$ cat src/rtl/matrix_scan_ctrl.sv
// Row-scan sequencer for an 8x8 LED matrix.
//
// For each row 0..7 in turn, the sequencer fetches one byte from the frame-buffer
// read port using a req/ack handshake. It then blanks the panel for BLANK_TICKS
// cycles and drives the row for ROW_TICKS cycles. A blinking cursor is XORed
// into the column data. The blink half-period is BLINK_FRAMES full frames.
//
// Ports
//   clk            clock
//   rst            asynchronous reset, active-low
//   en_i           scan enable; low parks the scan and darkens the panel
//   fb_rd_req_o    frame-buffer read request, held until acknowledged
//   fb_rd_row_o    row index being requested
//   fb_rd_ack_i    read accepted; fb_rd_data_i is valid in the same cycle
//   fb_rd_data_i   row pixels, bit n = column n
//   cur_x_i        cursor column
//   cur_y_i        cursor row
//   cur_en_i       cursor overlay enable
//   col_o          column drive, active-high
//   row_o          row select, active-low, one-cold while a row is shown
//   row_idx_o      current row index
//   frame_start_o  one-cycle pulse on entering the fetch of row 0
module matrix_scan_ctrl #(
    parameter int unsigned ROW_TICKS    = 8192,
    parameter int unsigned BLANK_TICKS  = 64,
    parameter int unsigned BLINK_FRAMES = 32
) (
    input  logic       clk,
    input  logic       rst,
    input  logic       en_i,
    output logic       fb_rd_req_o,
    output logic [2:0] fb_rd_row_o,
    input  logic       fb_rd_ack_i,
    input  logic [7:0] fb_rd_data_i,
    input  logic [2:0] cur_x_i,
    input  logic [2:0] cur_y_i,
    input  logic       cur_en_i,
    output logic [7:0] col_o,
    output logic [7:0] row_o,
    output logic [2:0] row_idx_o,
    output logic       frame_start_o
);

    localparam int unsigned MaxTicks = (ROW_TICKS > BLANK_TICKS) ? ROW_TICKS : BLANK_TICKS;
    localparam int unsigned TickW    = (MaxTicks > 1) ? $clog2(MaxTicks) : 1;
    localparam int unsigned FrameW   = (BLINK_FRAMES > 1) ? $clog2(BLINK_FRAMES) : 1;

    localparam logic [TickW-1:0]  RowLast   = TickW'(ROW_TICKS - 1);
    localparam logic [TickW-1:0]  BlankLast = TickW'(BLANK_TICKS - 1);
    localparam logic [FrameW-1:0] FrameLast = FrameW'(BLINK_FRAMES - 1);

    typedef enum logic [1:0] {
        StIdle,
        StFetch,
        StBlank,
        StShow
    } state_e;

    state_e            state_q, state_d;
    logic [TickW-1:0]  tick_q, tick_d;
    logic [FrameW-1:0] frame_q, frame_d;
    logic              blink_q, blink_d;
    logic [7:0]        data_q, data_d;
    logic              req_q, req_d;
    logic [2:0]        row_idx_q, row_idx_d;
    logic              frame_start_q, frame_start_d;
    logic [7:0]        col_q, col_d;
    logic [7:0]        row_q, row_d;

    logic              cursor_hit;
    logic [7:0]        cursor_mask;

    // Cursor inputs only matter when they are sampled on the last blank cycle.
    // The column pattern is then frozen for the whole row.
    assign cursor_hit  = cur_en_i && blink_q && (cur_y_i == row_idx_q);
    assign cursor_mask = cursor_hit ? (8'd1 << cur_x_i) : 8'd0;

    always_comb begin
        state_d       = state_q;
        tick_d        = tick_q;
        frame_d       = frame_q;
        blink_d       = blink_q;
        data_d        = data_q;
        req_d         = req_q;
        row_idx_d     = row_idx_q;
        frame_start_d = 1'b0;
        col_d         = col_q;
        row_d         = row_q;

        if (!en_i) begin
            // Park the scan. The blink state survives so the cursor cadence is not reset.
            state_d   = StIdle;
            req_d     = 1'b0;
            col_d     = 8'd0;
            row_d     = 8'hFF;
            row_idx_d = 3'd0;
            tick_d    = '0;
        end else begin
            unique case (state_q)
                StIdle: begin
                    state_d       = StFetch;
                    req_d         = 1'b1;
                    row_idx_d     = 3'd0;
                    frame_start_d = 1'b1;
                    col_d         = 8'd0;
                    row_d         = 8'hFF;
                end
                StFetch: begin
                    if (req_q && fb_rd_ack_i) begin
                        data_d  = fb_rd_data_i;
                        req_d   = 1'b0;
                        tick_d  = '0;
                        state_d = StBlank;
                    end
                end
                StBlank: begin
                    if (tick_q == BlankLast) begin
                        tick_d  = '0;
                        state_d = StShow;
                        col_d   = data_q ^ cursor_mask;
                        row_d   = ~(8'd1 << row_idx_q);
                    end else begin
                        tick_d = tick_q + 1'b1;
                    end
                end
                StShow: begin
                    if (tick_q == RowLast) begin
                        tick_d    = '0;
                        state_d   = StFetch;
                        req_d     = 1'b1;
                        col_d     = 8'd0;
                        row_d     = 8'hFF;
                        row_idx_d = row_idx_q + 3'd1;
                        if (row_idx_q == 3'd7) begin
                            frame_start_d = 1'b1;
                            if (frame_q == FrameLast) begin
                                frame_d = '0;
                                blink_d = ~blink_q;
                            end else begin
                                frame_d = frame_q + 1'b1;
                            end
                        end
                    end else begin
                        tick_d = tick_q + 1'b1;
                    end
                end
                default: state_d = StIdle;
            endcase
        end
    end

    always_ff @(posedge clk or negedge rst) begin
        if (!rst) begin
            state_q       <= StIdle;
            tick_q        <= '0;
            frame_q       <= '0;
            blink_q       <= 1'b0;
            data_q        <= 8'd0;
            req_q         <= 1'b0;
            row_idx_q     <= 3'd0;
            frame_start_q <= 1'b0;
            col_q         <= 8'd0;
            row_q         <= 8'hFF;
        end else begin
            state_q       <= state_d;
            tick_q        <= tick_d;
            frame_q       <= frame_d;
            blink_q       <= blink_d;
            data_q        <= data_d;
            req_q         <= req_d;
            row_idx_q     <= row_idx_d;
            frame_start_q <= frame_start_d;
            col_q         <= col_d;
            row_q         <= row_d;
        end
    end

    // The requested row is the current row. It only advances while req is low.
    assign fb_rd_req_o   = req_q;
    assign fb_rd_row_o   = row_idx_q;
    assign row_idx_o     = row_idx_q;
    assign frame_start_o = frame_start_q;
    assign col_o         = col_q;
    assign row_o         = row_q;

endmodule

$ cat config.mk
export PLATFORM = sky130hd
export DESIGN_NAME = matrix_scan_ctrl
export DESIGN_NICKNAME = d
export VERILOG_FILES = /design/src/rtl/matrix_scan_ctrl.sv
export SDC_FILE = /design/constraint.sdc
export NUM_CORES = 1
export LEC_CHECK = 0
export BUFFER_PORTS_ARGS = -buffer_cell sky130_fd_sc_hd__buf_2
export CAP_MARGIN = 20
export CORE_MARGIN = 1.5
export CORE_UTILIZATION = 60
export DETAILED_ROUTE_END_ITERATION = 10
export PLACE_DENSITY = 0.84
export SLEW_MARGIN = 0
export SYNTH_ARGS = -nofsm -noshare
export SYNTH_HDL_FRONTEND = slang
export SYNTH_SLANG_ARGS = --single-unit
$ cat constraint.sdc
create_clock -name clk -period 3.57 [get_ports clk]
set_input_delay 0.1785 -clock clk [delete_from_list [all_inputs] [get_ports clk]]
set_output_delay 0.1785 -clock clk [all_outputs]
set_load 0.01 [all_outputs]
# Word-level counts from Yosys, hierarchy flattened
# Index checks and enable logic that the tools add are counted.
dict set report word_totals {
  in_bits 19
  ff_bits 50
  output_inout_bits 24
  word_cells 76
}
dict set report classes {
  addsub 3
  mux 31
  shifts 2
  bitwise_logic 3
  n_reduce_logical 12
  eq_ne 15
}
# operator count
set op_table {}
lappend op_table {{$mux W8} 7}
lappend op_table {{$mux W13} 4}
lappend op_table {{$pmux W8 S3} 2}
lappend op_table {{$pmux W13 S3} 1}
lappend op_table {{$shl A1 B3 Y8 const A} 2}
lappend op_table {{$add A13 B1 Y13 const B} 1}
lappend op_table {{$eq A13 B13 Y1 const B} 1}
lappend op_table {{$eq A13 B6 Y1 const B} 1}
lappend op_table {{$ne A4 B1 Y1 const B} 3}
lappend op_table {{$reduce_and A3 Y1} 4}
lappend op_table {{$ne A3 B3 Y1 const B} 3}
lappend op_table {{$mux W2} 4}
lappend op_table {{$not A8 Y8} 1}
lappend op_table {{$pmux W2 S4} 1}
lappend op_table {{$xor A8 B8 Y8} 1}
lappend op_table {{$mux W1} 6}
lappend op_table {{$mux W3} 2}
lappend op_table {{$pmux W3 S2} 1}
lappend op_table {{$add A5 B1 Y5 const B} 1}
lappend op_table {{$eq A5 B5 Y1 const B} 1}
lappend op_table {{$mux W5} 1}
lappend op_table {{$reduce_and A5 Y1} 1}
lappend op_table {{$eq A2 B2 Y1 const B} 2}
lappend op_table {{$reduce_and A2 Y1} 2}
lappend op_table {{other kinds (11)} 13}

# Depth between registers and ports, before layout
# Gate-level depths: netlist of the first run.
dict set report logic_depth {
  depth_word 7
  mapped_depth 8
  mapped_depth_nobuf 7
}

# Worst setup path after synthesis of the first run
# OpenSTA, ideal clock, no wires.
dict set report synth_path {
  path_type {reg2reg}
  startpoint {reg tick_q[0]}
  endpoint {reg state_q[0]}
  period_less_slack_ns 2.007
  setup_time_ns 0.120
  arrival_time_ns 1.887
  n_path_buf 1
  slack_ns 1.563
  stages_incl_launch_ff 8
  required_time_ns 3.450
  cell_sequence {dfrtp_1 > ha_1 > nand3_2 > or4_4 > buf_6 > a22oi_2 > a31oi_1 > a31o_2}
}
dict set report synth_between {
  elab_chain_cells 3
  elab_cells_between_ends 5
  cone_classes {eq/ne (4); reduce/logical (1)}
}
# element line_no
set synth_lines {}
lappend synth_lines {{start, declared} 60} ;# logic [TickW-1:0] tick_q, tick_d;
lappend synth_lines {{start signal, assigned} 166} ;# tick_q <= tick_d;
lappend synth_lines {{$eq A13 B13 Y1 / $eq A13 B6 Y1 (equally long branches)} {127, 117}}
lappend synth_lines {{$ne A3 B3 Y1 (no source line)} --}
lappend synth_lines {{$reduce_and A3 Y1 (no source line) *} --}
lappend synth_lines {{end signal, assigned} 154} ;# state_q <= StIdle;
lappend synth_lines {{end signal, assigned} 165} ;# state_q <= state_d;
lappend synth_lines {{end, declared} 59} ;# state_e state_q, state_d;
# Mark *: on every way between the ends. The rest lies on a longest branch, timed or not.
# A chain may end at the register's enable or synchronous reset.

# Final worst setup path of the first run
dict set report layout_path {
  startpoint {reg state_q[0]}
  endpoint {reg tick_q[10]}
}
dict set report layout_between {
  elab_chain_cells 3
  elab_cells_between_ends 8
  cone_classes {eq/ne (5); mux (2); reduce/logical (1)}
}
# element line_no
set layout_lines {}
lappend layout_lines {{$eq A2 B2 Y1 / $eq A2 B1 Y1 (equally long branches)} 99} ;# unique case (state_q)
lappend layout_lines {{$pmux W13 S3, or another cell as far along} 99}
lappend layout_lines {{$mux W13 / $reduce_and A2 Y1 (equally long branches)} --}
# Several ways; a longest one is shown, not always the timed one.

==> results of run 1 <==
-- routing by layer --
metal | share of wire [%] | track usage, %
met1 | 45 | 29.5
met2 | 49 | 37.6
met3 | 4.1 | 4.92
met4 | 2.5 | 11.1
met5 | 0 | 0
-- worst min path at each step --
stage / endpoint
2_1_floorplan: blink_q
3_3_place_gp: data_q[2]
3_5_place_dp: data_q[2]
4_1_cts: fb_rd_req_o
5_1_grt: data_q[3]
6_report: fb_rd_req_o
-- layout make-up --
cell class / count / area [um2] / share of cell area [%]
Multi-Input combinational cell: 203 / 1440 / 45.2
Sequential cell: 50 / 1260 / 39.6
Timing Repair Buffer: 45 / 248 / 7.79
Clock buffer: 6 / 82.6 / 2.60
Tap cell: 52 / 65.1 / 2.04
Clock inverter: 2 / 60.1 / 1.89
Inverter: 7 / 26.3 / 0.826
-- registers in the layout, summed over array words and instances, names as in the netlist --
register,cells
state_q,2
frame_q,5
blink_q,1
tick_q,13
frame_start_o,1
fb_rd_row_o,3
data_q,8
row_o,8
fb_rd_req_o,1
col_o,8
-- stage by stage --
stage	utilization, %	setup slack (ns)	cell area (um2)	hold slack, ns	power (mW)
2_1_floorplan	-	1.56	2820	-0.117	1.12
3_3_place_gp	67.7	1.31	3010	0.413	1.23
3_5_place_dp	67.7	1.19	3010	0.419	1.25
4_1_cts	70.9	1.17	3150	0.0937	1.74
5_1_grt	71.6	0.965	3180	0.0979	1.83
6_report	71.6	1.08	3180	0.0957	1.74
-- worst register-to-register path, stage by stage, from the launching register on --
cell and delay (ns):
dfrtp_1 0.43, inv_1 0.11, ha_1 0.34, nand2_1 0.34
o22ai_1 0.83, o311a_1 0.29, a221o_1 0.10
-- power by group --
part	total (mW)	switching [mW]	leakage (nW)	internal (mW)
Combinational	0.537	0.326	0.731	0.211
Clock	0.494	0.195	0.0714	0.299
Sequential	0.712	0.0634	0.657	0.649
-- kinds of logic (layout without fill, tap and decap cells) --
logic type / Yosys count / after routing
muxes: 17 / 17
DFF: 50 / 50
and+or+nand+nor: 106 / 106
adders and majority gates: 13 / 13
buffers and inverters: 22 / 60
xor gates and xnor gates: 13 / 13
AOI/OAI and AO/OA: 54 / 54
-- repair_timing --
| action | in CTS | in global routing |
|---|---|---|
| endpoints found under the hold margin | 0 | 7 |
| hold buffers | 0 | 1 |
| resized for setup | 0 | 0 |
-- layout by cell type (no fill, tap or decap), types with 4 or more instances in the layout --
master,Yosys,final
a31oi_1,8,8
mux2_2,12,12
nand2_1,34,34
inv_1,7,7
a41oi_1,4,4
dfrtp_1,42,42
clkbuf_8,0,6
and3_1,5,5
nor2_1,17,17
ha_1,13,13
mux2i_1,5,5
nor4_1,6,6
o31ai_1,8,8
dfstp_2,8,8
a21oi_1,8,8
nor2b_1,6,6
xor2_1,12,12
nand3_1,16,16
buf_2,2,42
==> impl_metrics.env, run 1 <==
export IMPL_finClkSkew_ns=0.00676
export IMPL_post_cts_buffers=0
export IMPL_cts_sinks=50
export IMPL_antenna_found_initial=0
export IMPL_synth_xor_area_share_pct=4.04
export IMPL_cp_startpoint="state_q[0]"
export IMPL_yosys_area_share_simple_pct=20.2
export IMPL_wl_per_cell_um=15.3
export IMPL_grt_pass1_vias=2084
export IMPL_critPathTopFamily="compound AO/OA/AOI/OAI gates"
export IMPL_reg2reg_from="state_q[0]"
export IMPL_crit_chain="inv_1 -> ha_1 -> nand2_1 -> o22ai_1 -> o311a_1 -> a221o_1"
export IMPL_fin_nets=344
export IMPL_holdPathStages=2
export IMPL_cts_max_path_buffers=2
export IMPL_ys_top_cells_by_count="dfrtp_1 (42), nand2_1 (34), nor2_1 (17), nand3_1 (16), ha_1 (13)"
export IMPL_final_cells=365
export IMPL_diodes=0
export IMPL_critPathKind="reg -> reg"
export IMPL_setup_tns_ns=0
export IMPL_worst_path_buf_inv=1
export IMPL_num_vias=2236
export IMPL_synth_area_leaders="dfrtp_1 (37%), dfstp_2 (7.5%), ha_1 (5.8%)"
export IMPL_critPathSlowestCell="o22ai_1"
export IMPL_io_buffers=42
export IMPL_synth_cell_types=52
export IMPL_drt_total_wl_mm=5.58
export IMPL_synthMuxAreaShare_pct=6.58
export IMPL_num_rows=24
export IMPL_peakVddDrop_mv=0.212
export IMPL_clk_pin_slew_worst_paths_ns=0.09
export IMPL_synthesis_area_mm2=0.00282
export IMPL_drt_iter0_markers=163
export IMPL_p_per_area_mw_per_mm2=548
export IMPL_numCtsBuffers=5
export IMPL_slew_headroom_pct=35.9
export IMPL_fmax_mhz=402
export IMPL_violations="DRC"
export IMPL_initial_utilization_pct=63.3
export IMPL_syn_instance_count=275
export IMPL_worstHoldStart="fb_rd_ack_i"
export IMPL_clock_latency_ns=0.31
export IMPL_via_per_inst=6.13
export IMPL_worst_path_largest_cell_delay_ns=0.82
export IMPL_synth_ff_type="dfrtp_1"
export IMPL_maxSlewViolCount=0
export IMPL_dp_hpwl_mm=3.82
export IMPL_detail_route_antenna_nets=0
export IMPL_setup_viol=0
export IMPL_pin_count=43
export IMPL_endpoint_kind="register"
export IMPL_syn_to_final_growth_pct=13.0
export IMPL_cp_data_required_time_ns=3.82
export IMPL_endpoint="tick_q[10]"
export IMPL_cap_violations=0
export IMPL_cp_max_fo=12
export IMPL_die_area_mm2=0.00511
export IMPL_syn_nets=307
export IMPL_place_congestion=0.854
export IMPL_grt_overflow=0
export IMPL_tightest_slew_ns=0.960
export IMPL_cts_tree="built"
export IMPL_r2r_cells=6
export IMPL_ys_seq_elements=50
export IMPL_hold_viol=0
export IMPL_grt_pass1_wl_mm=9.38
export IMPL_synth_async_sr_flop_share_pct=100
export IMPL_path_depth=6
export IMPL_period_share_pct=69.7
export IMPL_yosysTopAreaCell="dfrtp_1"
export IMPL_ctsRootBufferMaster="clkbuf_8"
export IMPL_grt_max_degree=51
export IMPL_cp_arrival_ns=2.74
export IMPL_leakage_nw=1.46
export IMPL_n_fill_cell=305
export IMPL_dp_cells=355
export IMPL_holdCritPathClass="in -> reg"
export IMPL_cts_max_level=2
export IMPL_yosysWarnings=0
export IMPL_reg2reg_to="tick_q[10]"
export IMPL_period_needed_ns=2.49
export IMPL_die_w_um=71.5
export IMPL_synth_compound_area_share_pct=14.5
export IMPL_start_kind="register"
export IMPL_layout_drive_gt1_share_pct=26.2
export IMPL_status="finished, violations left"
export IMPL_firstDrtPassIters=7
export IMPL_grtUsageTotal_pct=23.1
export IMPL_reg2reg_slack_ns=1.08
export IMPL_rsz0062_at_grt="false"
export IMPL_avgSynthCellArea_um2=10.2
export IMPL_yosys_cell_count_top_type="dfrtp_1"
export IMPL_synth_top_area_share_pct=37.3
export IMPL_seq_area_frac_synth_pct=44.8
export IMPL_synth_top_family_by_area="simple AND/OR/NAND/NOR gates"
export IMPL_drc_errors=5
export IMPL_fp_coreArea_mm2=0.00444
export IMPL_synth_edff_count=0
export IMPL_die_h_um=71.5
export IMPL_synth_fa_ha_area_share_pct=5.78
Note: power is estimated with default switching activity, not from simulation.
==> run 2: changes to the inputs <==
--- a/config.mk
+++ b/config.mk
@@ -8,9 +8,9 @@
 export BUFFER_PORTS_ARGS = -buffer_cell sky130_fd_sc_hd__buf_2
 export CAP_MARGIN = 20
 export CORE_MARGIN = 1.5
-export CORE_UTILIZATION = 60
+export CORE_UTILIZATION = 57
 export DETAILED_ROUTE_END_ITERATION = 10
-export PLACE_DENSITY = 0.84
+export PLACE_DENSITY = 0.8
 export SLEW_MARGIN = 0
 export SYNTH_ARGS = -nofsm -noshare
 export SYNTH_HDL_FRONTEND = slang
==> constraint.sdc (replaced) <==
create_clock -name clk -period 2.6 [get_ports clk]
set_input_delay 0.13 -clock clk [delete_from_list [all_inputs] [get_ports clk]]
set_output_delay 0.13 -clock clk [all_outputs]
set_load 0.01 [all_outputs]
==> impl_metrics.env, run 2 (same netlist as run 1, synthesis figures left out) <==
export IMPL_status="completed"
export IMPL_firstDrtPassIters=4
export IMPL_setup_tns_ns=0
export IMPL_mostFrequentLayoutCells="dfrtp_1 (42), buf_2 (42), nand2_1 (34), nor2_1 (17), nand3_1 (16)"
export IMPL_num_rows=25
export IMPL_grt_max_degree=21
export IMPL_clock_latency_ns=0.31
export IMPL_ctsRootBufferMaster="clkbuf_8"
export IMPL_largest_register_ff_count=13
export IMPL_slew_headroom_pct=33.8
export IMPL_reg2reg_slack_ns=0.40
export IMPL_drt_total_wl_mm=5.49
export IMPL_wl_per_cell_um=14.3
export IMPL_fin_nets=349
export IMPL_wl_met3_um=171
export IMPL_drc_errors=0
export IMPL_endpoint_kind="register"
export IMPL_place_congestion=0.816
export IMPL_grt_pass1_wl_mm=9.56
export IMPL_holdCritPathClass="in -> reg"
export IMPL_initial_utilization_pct=59.2
export IMPL_tightest_slew_ns=0.991
export IMPL_diodes=0
export IMPL_hold_buffers=1
export IMPL_antenna_found_initial=0
export IMPL_met1_length_mm=2.51
export IMPL_cp_max_fo=8
export IMPL_post_cts_buffers=0
export IMPL_hold_viol=0
export IMPL_setup_viol=0
export IMPL_syn_to_final_growth_pct=13.5
export IMPL_final_cells=385
export IMPL_start_kind="register"
export IMPL_leakage_nw=1.47
export IMPL_grt_pass1_vias=2161
export IMPL_critPathKind="reg -> reg"
export IMPL_cts_tree="built"
export IMPL_fmax_mhz=455
export IMPL_route_met2_wl_mm=2.71
export IMPL_die_area_mm2=0.00537
export IMPL_dp_slack_ns=0.436
export IMPL_finClkSkew_ns=0.0144
export IMPL_period_share_pct=84.5
export IMPL_largest_register="tick_q"
export IMPL_grt_overflow=0
export IMPL_power_mw=2.29
export IMPL_dp_hpwl_mm=3.98
export IMPL_highest_layer="met4"
export IMPL_io_buffers=42
export IMPL_holdPathStages=2
export IMPL_layout_drive_gt1_share_pct=27.4
export IMPL_grtUsageTotal_pct=22.9
export IMPL_cts_max_level=2
export IMPL_fin_ws_ns=0.403
export IMPL_maxSlewViolCount=0
export IMPL_drt_iter0_markers=141
export IMPL_fp_coreArea_mm2=0.00475
export IMPL_cp_arrival_ns=2.44
export IMPL_cts_sinks=50
export IMPL_period_needed_ns=2.20
export IMPL_cts_max_path_buffers=2
export IMPL_cts_resized=0
export IMPL_num_vias=2190
export IMPL_die_w_um=73.3
export IMPL_rsz0062_at_grt="false"
export IMPL_dp_cells=376
export IMPL_r2r_cells=6
export IMPL_die_h_um=73.3
export IMPL_numCtsBuffers=5
export IMPL_p_per_area_mw_per_mm2=716
export IMPL_detail_route_antenna_nets=0
export IMPL_via_per_inst=5.69
export IMPL_cp_data_required_time_ns=2.84
export IMPL_pin_count=43
export IMPL_clk_pin_slew_worst_paths_ns=0.10
export IMPL_peakVddDrop_mv=0.301
export IMPL_cap_violations=0
-- run 2: cell types whose count changed in the layout (fill, tap and decap cells not counted) --
| cell | delta |
|---|---|
| buf_12 | -1 |
| buf_4 | +6 |
| bufinv_16 | -1 |
| clkbuf_8 | -1 |
| clkinv_2 | +1 |
| inv_6 | +1 |
-- run 2: path summary, 6_finish.rpt --
path	from	endpoint
max in group asynchronous	rst	row_o[2]
max reg2reg	tick_q[0]	frame_q[2]
max	tick_q[0]	frame_q[2]
min	fb_rd_ack_i	fb_rd_req_o
min reg2reg	col_o[2]	col_o[2]
min in group asynchronous	rst	data_q[2]
-- run 2: metal layers --
metal,vias to the layer above,GRT usage [%]
met5,-,0
met4,0,7.76
met3,9,4.53
met2,48,40.7
met1,1050,27.4
li1,1083,-
-- run 2: per-stage QoR --
step	instance area, um2	hold WS [ns]	util (%)
floorplan	2820	-0.166	-
global placement	3070	0.0986	64.6
detailed placement	3070	0.105	64.6
CTS	3200	0.0361	67.2
global route	3200	0.0362	67.2
finish	3200	0.0415	67.2
-- run 2: layout make-up --
class	count	area, um2
Inverter	7	26.3
Fill cell	386	1560
Multi-Input combinational cell	203	1440
Clock buffer	5	68.8
Tap cell	67	83.8
Timing Repair Buffer	50	273
Clock inverter	3	43.8
Sequential cell	50	1260
-- run 2: critical path, stage by stage, from the launching register on --
cell     delay [ns]
dfrtp_1        0.39
ha_1           0.24
nand3_2        0.18
nor4_1         0.50
nand2_1        0.31
nor4b_1        0.38
a211o_1        0.15
-- run 2: where the power goes --
part           internal [mW]  switching [mW]  leakage, nW
clock network          0.289           0.272       0.0585
registers              0.891          0.0917        0.657
logic                  0.306           0.438        0.752
